File: src/rtl/freq_synth_if.sv
// Memory-mapped register port of freq_synth: word address, zero-wait-state
// write and registered read data.
interface freq_synth_if;
  logic [2:0]  mm_address;
  logic        mm_write;
  logic [31:0] mm_writedata;
  logic        mm_read;
  logic [31:0] mm_readdata;

  modport master (
    output mm_address, mm_write, mm_writedata, mm_read,
    input  mm_readdata
  );

  modport slave (
    input  mm_address, mm_write, mm_writedata, mm_read,
    output mm_readdata
  );
endinterface

File: src/rtl/freq_synth.sv
// freq_synth: NCO whose phase increment is FREQ*2^AccWidth/ReferenceClock, found by a serial divider.
// Optional TICKS counter at address 4 is built when FREQ_SYNTH_TICK_COUNT_EN is defined.
module freq_synth #(
  parameter int ReferenceClock = 50000000,
  parameter int AccWidth       = 32
) (
  input  logic        ref_clk,
  input  logic        reset_n,
  freq_synth_if.slave bus,
  output logic        tick,
  output logic        wave
);
  typedef enum logic [1:0] {IDLE, DIVIDE, APPLY} state_t;

  localparam logic [31:0]    REF_HZ   = 32'(ReferenceClock);
  localparam int             CntW     = $clog2(AccWidth + 1);
  localparam logic [CntW-1:0] CNT_LOAD = CntW'(AccWidth);

  state_t              r_state;
  logic [CntW-1:0]     r_cnt;
  logic [31:0]         r_rem;
  logic [AccWidth-1:0] r_quot;
  logic [AccWidth-1:0] r_incr;
  logic [AccWidth-1:0] r_acc;
  logic [31:0]         r_freq;
  logic                r_err;
  logic                r_en;
  logic                r_tick;
  logic [31:0]         r_readdata;

  logic                w_wr_freq;
  logic                w_freq_ok;
  logic                w_wr_status;
  logic                w_wr_ctrl;
  logic                w_busy;
  logic [32:0]         w_shift;
  logic                w_ge;
  logic [AccWidth:0]   w_sum;
  logic [31:0]         w_ticks;
  logic [31:0]         w_rdata;

  assign w_wr_freq   = bus.mm_write && (bus.mm_address == 3'd0);
  assign w_freq_ok   = bus.mm_writedata < REF_HZ;
  assign w_wr_status = bus.mm_write && (bus.mm_address == 3'd2);
  assign w_wr_ctrl   = bus.mm_write && (bus.mm_address == 3'd3);
  assign w_busy      = (r_state != IDLE);

  // Numerator low bits are all zero, so each restoring step shifts in a 0.
  assign w_shift = {r_rem, 1'b0};
  assign w_ge    = w_shift >= {1'b0, REF_HZ};
  assign w_sum   = {1'b0, r_acc} + {1'b0, r_incr};

  always_ff @(posedge ref_clk or negedge reset_n) begin
    if (!reset_n) begin
      r_state <= IDLE;
      r_cnt   <= '0;
      r_rem   <= '0;
      r_quot  <= '0;
      r_incr  <= '0;
      r_freq  <= '0;
      r_err   <= 1'b0;
    end else begin
      if (w_wr_freq && !w_freq_ok)
        r_err <= 1'b1;
      else if (w_wr_status && bus.mm_writedata[1])
        r_err <= 1'b0;

      if (w_wr_freq && w_freq_ok) begin
        r_freq  <= bus.mm_writedata;
        r_rem   <= bus.mm_writedata;
        r_quot  <= '0;
        r_cnt   <= CNT_LOAD;
        r_state <= DIVIDE;
      end else begin
        case (r_state)
          DIVIDE: begin
            r_rem  <= w_ge ? 32'(w_shift - {1'b0, REF_HZ}) : w_shift[31:0];
            r_quot <= {r_quot[AccWidth-2:0], w_ge};
            r_cnt  <= r_cnt - 1'b1;
            if (r_cnt == CntW'(1))
              r_state <= APPLY;
          end
          APPLY: begin
            r_incr  <= r_quot;
            r_state <= IDLE;
          end
          default: r_state <= IDLE;
        endcase
      end
    end
  end

  always_ff @(posedge ref_clk or negedge reset_n) begin
    if (!reset_n) begin
      r_en       <= 1'b0;
      r_readdata <= '0;
    end else begin
      if (w_wr_ctrl)
        r_en <= bus.mm_writedata[0];
      if (bus.mm_read)
        r_readdata <= w_rdata;
    end
  end

  // Phase is never cleared on an INCR change, only while disabled.
  always_ff @(posedge ref_clk or negedge reset_n) begin
    if (!reset_n) begin
      r_acc  <= '0;
      r_tick <= 1'b0;
    end else if (r_en) begin
      r_acc  <= w_sum[AccWidth-1:0];
      r_tick <= w_sum[AccWidth];
    end else begin
      r_acc  <= '0;
      r_tick <= 1'b0;
    end
  end

`ifdef FREQ_SYNTH_TICK_COUNT_EN
  logic        w_wr_ticks;
  logic [31:0] r_ticks;

  assign w_wr_ticks = bus.mm_write && (bus.mm_address == 3'd4);

  always_ff @(posedge ref_clk or negedge reset_n) begin
    if (!reset_n)
      r_ticks <= '0;
    else if (w_wr_ticks)
      r_ticks <= '0;
    else if (r_tick)
      r_ticks <= r_ticks + 32'd1;
  end

  assign w_ticks = r_ticks;
`else
  assign w_ticks = '0;
`endif

  always_comb begin
    w_rdata = '0;
    case (bus.mm_address)
      3'd0:    w_rdata = r_freq;
      3'd1:    w_rdata = 32'(r_incr);
      3'd2:    w_rdata = {30'd0, r_err, w_busy};
      3'd3:    w_rdata = {31'd0, r_en};
      3'd4:    w_rdata = w_ticks;
      default: w_rdata = '0;
    endcase
  end

  assign bus.mm_readdata = r_readdata;
  assign tick            = r_tick;
  assign wave            = r_acc[AccWidth-1];
endmodule

File: src/flat_wrapper.sv
// flat-port wrapper written by rule: the top's interface ports become plain ports
module freq_synth_flat 
#(
  parameter int ReferenceClock = 50000000,
  parameter int AccWidth       = 32
)
  (ref_clk, reset_n, tick, wave, bus_mm_address, bus_mm_write, bus_mm_writedata, bus_mm_read, bus_mm_readdata);
  freq_synth_if bus_i ();
  input  logic ref_clk;
  input  logic reset_n;
  output logic tick;
  output logic wave;
  input wire logic [$bits(bus_i.mm_address)-1:0] bus_mm_address;
  input wire logic [$bits(bus_i.mm_write)-1:0] bus_mm_write;
  input wire logic [$bits(bus_i.mm_writedata)-1:0] bus_mm_writedata;
  input wire logic [$bits(bus_i.mm_read)-1:0] bus_mm_read;
  output wire logic [$bits(bus_i.mm_readdata)-1:0] bus_mm_readdata;
  assign bus_i.mm_address = bus_mm_address;
  assign bus_i.mm_write = bus_mm_write;
  assign bus_i.mm_writedata = bus_mm_writedata;
  assign bus_i.mm_read = bus_mm_read;
  assign bus_mm_readdata = bus_i.mm_readdata;
  freq_synth #(.ReferenceClock(ReferenceClock), .AccWidth(AccWidth)) u_core (.ref_clk(ref_clk), .reset_n(reset_n), .bus(bus_i), .tick(tick), .wave(wave));
endmodule
File: config.mk
export PLATFORM = sky130hd
export DESIGN_NAME = freq_synth_flat
export DESIGN_NICKNAME = d
export VERILOG_FILES = /design/src/rtl/freq_synth_if.sv /design/src/rtl/freq_synth.sv /design/src/flat_wrapper.sv
export SDC_FILE = /design/constraint.sdc
export NUM_CORES = 1
export LEC_CHECK = 0
export BUFFER_PORTS_ARGS = -buffer_cell sky130_fd_sc_hd__buf_2
export CORE_ASPECT_RATIO = 0.5
export CORE_MARGIN = 3
export CORE_UTILIZATION = 55
export CTS_CLUSTER_DIAMETER = 100
export DETAILED_ROUTE_END_ITERATION = 12
export PLACE_DENSITY = 0.75
export SYNTH_ARGS = -nofsm -noshare
export SYNTH_HDL_FRONTEND = slang
export SYNTH_SLANG_ARGS = --single-unit
File: constraint.sdc
create_clock -name ref_clk -period 3.17 [get_ports ref_clk]
set_input_delay 0.1585 -clock ref_clk [delete_from_list [all_inputs] [get_ports ref_clk]]
set_output_delay 0.1585 -clock ref_clk [all_outputs]
set_load 0.03 [all_outputs]
==> reports/results.txt <==
Synth Instances = 1116
max_cap viols = 0
initial antenna violation count = 0
share of cells above drive strength 1 = 15.09%
CTS Buf Count = 19
Synth Flop Type = dfrtp_1
Worst Path Max Fanout = 5
Synth Area per Inst = 9.404 um2
ANT cells = 0
# H-tree levels = 1
Final Hold Fails = 0
PD cells = 740.6 mW/mm2
Async SR Flop Fraction = 100.0%
CP Launch Type = register
Post-synth EDFFs = 0
die width = 201.4 um
gpl congestion = 0.9041
WP data required = 3.58 ns
vias per cell = 5.899
initial core utilization = 56.52%
deepest clock path buffer count = 3
CTS sink count = 203
syn_nets = 1192
Fin Clk Skew = 0.01162 ns
sum of negative setup slack = 0 ns
RSZ-0062 raised after global routing = false
Clock Tree Root = clkbuf_16
Clock Latency Late Sink = 0.49 ns
sequential-to-total area share from yosys stat = 48.40%
largest net degree at the start of global routing = 101
Final setup viols = 0
DP Wirelength = 18330 um
f_max = 0.3556 GHz
Die Y = 103.7 um
count of warnings emitted by yosys = 0
Synth Register Bits = 203
drc violations = 0
Worst setup EP type = register
CTS tree = yes
total gr overflow = 0
number of DRC markers in iteration 0 = 784
Cell Count, Final, Fillers Out = 1465
crit path DAT = 3.22 ns
Final nets = 1271
Avg WL per Cell = 18.25 um
leak pwr = 5.626 nW
Post-CTS Resized = 0
most common cell after layout, fill and taps aside = dfrtp_1
die area = 0.02088 mm2
antenna-violating nets left = 0
PortBufs = 72
global-route wire length before repair = 44400 um
worst min-delay path class = in -> reg
Finished Core Util = 64.91%
power consumption = 8.926 mW
synth unique cells = 82
Synth area leader = dfrtp_1
status = complete, no violations
Worst VDD drop = 0.3956 mV
vias in the first global route = 8556
drt pass-1 iters = 5
GRT Util Overall = 25.80%
Area contributors post-synth = dfrtp_1 (48%), nand2_1 (7.2%), a21oi_1 (5.8%), ha_1 (4.3%), nor2_1 (3.9%)
area of the mapped netlist = 0.01050 mm2
Final period util = 88.72%
worst slack, placed = 0.4102 ns
# IOs = 73
Post-Place Cells = 1405
row count = 35
Syn-to-layout area delta = 14.84%
critical path class = reg -> reg
via count = 8642
min setup slack post-route = 0.3575 ns
most frequent cells in the layout = dfrtp_1 (203), nand2_1 (202), a21oi_1 (121)
Worst-Margin Slew = 1.171 ns
post-CTS setup buffer count = 0
Final min period = 2.812 ns
Routed WL = 26730 um
clock slew at reported path FFs = 0.07 ns
max_slew headroom = 21.93%
Synth top area share = 48.40%
core area = 0.01857 mm2
Slew Limit Fails = 0
## synth_stat cells (all sizes together) (13+ instances only)
library cell,instances
inv,26
clkbuf,55
xor2,16
mux2,36
xnor2,18
nor2,109
a22oi,32
mux2i,14
nor3,15
a21oi,121
o21ai,55
nand2,203
nand4,13
ha,36
nand3,18
dfrtp,203
## cells by family (layout without fill, tap and decap cells)
logic type | after synthesis | count (layout) | share of synthesized area, %
AO/OA/AOI/OAI | 292 | 292 | 17.60
XOR/XNOR | 34 | 34 | 2.837
adder cells (fa/ha/maj) | 37 | 37 | 4.483
buffers and inverters | 87 | 177 | 3.779
flip-flops | 203 | 203 | 48.40
multiplexers | 50 | 50 | 5.198
AND/OR/NAND/NOR | 413 | 413 | 17.70
## critical path, cell delays in order (launching register included)
cell and delay (ns):
dfrtp_1 0.40, ha_1 0.38, nand2_1 0.13, o21ai_0 0.28, a21oi_1 0.12, o211ai_1 0.37
a41oi_1 0.39, o311ai_1 0.44, mux2i_1 0.22
## routing by layer
layer	share of wire (%)	GRT usage, %	vias to the layer above
met3	5.6	3.705	68
met2	44	40.48	276
met5	0	0	-
li1	-	-	4072
met1	47	37.70	4226
met4	3.4	7.459	0
## power by group
group | internal, mW | leakage (nW) | switching [mW]
Clock | 1.50 | 0.331 | 0.983
Sequential | 3.18 | 2.66 | 0.576
Combinational | 1.13 | 2.63 | 1.56
Total | 5.80 | 5.63 | 3.12
## what timing repair did
item | 4_1_cts | 5_1_grt
endpoints found under the setup margin | 0 | 0
endpoints found under the hold margin | 149 | 0
hold buffers | 28 | 0
## through the flow
stage,hold WS (ns),cell area (um2)
global route,0.05916,12050
CTS,0.02809,12050
detailed placement,0.2998,11100
floorplan,-0.1371,10500
global placement,0.2975,11100
finish,0.04500,12050
## state kept, by name (all words and copies together), names as in the netlist
| register | count |
|---|---|
| u_core.r_freq | 32 |
| u_core.r_state | 2 |
| u_core.r_en | 1 |
| u_core.r_acc | 32 |
| u_core.r_rem | 32 |
| u_core.r_err | 1 |
| u_core.bus.mm_readdata | 32 |
| u_core.r_quot | 32 |
| u_core.r_incr | 32 |
| u_core.tick | 1 |
| u_core.r_cnt | 6 |
## layout make-up
cell class / count / area [um2]
fill: 1526 / 6515
sequential: 203 / 5080
multi-input combinational: 826 / 5050
tap: 259 / 324.1
inverter: 26 / 97.59
clock inverter: 8 / 147.6
timing repair buffer: 119 / 829.5
clock buffer: 24 / 524.3
## worst paths after layout
| check | slack, ns | end | start | cells past startpoint |
|---|---|---|---|---|
| worst max-delay path | 0.36 | u_core.r_acc[27]$_DFF_PN0_ | u_core.r_incr[8]$_DFFE_PN0P_ | 8 |
| worst min-delay path | 0.05 | u_core.bus.mm_readdata[1]$_DFFE_PN0P_ | bus_mm_address[2] | 3 |
| max in group asynchronous | 2.03 | u_core.r_acc[8]$_DFF_PN0_ | reset_n | 3 |
| worst min register to register | 0.48 | u_core.r_freq[19]$_DFFE_PN0P_ | u_core.r_freq[19]$_DFFE_PN0P_ | 2 |
| min in group asynchronous | 0.31 | u_core.bus.mm_readdata[22]$_DFFE_PN0P_ | reset_n | 2 |
| worst max register to register | 0.36 | u_core.r_acc[27]$_DFF_PN0_ | u_core.r_incr[8]$_DFFE_PN0P_ | 8 |
No activity file was read; power rests on OpenSTA's default activity.
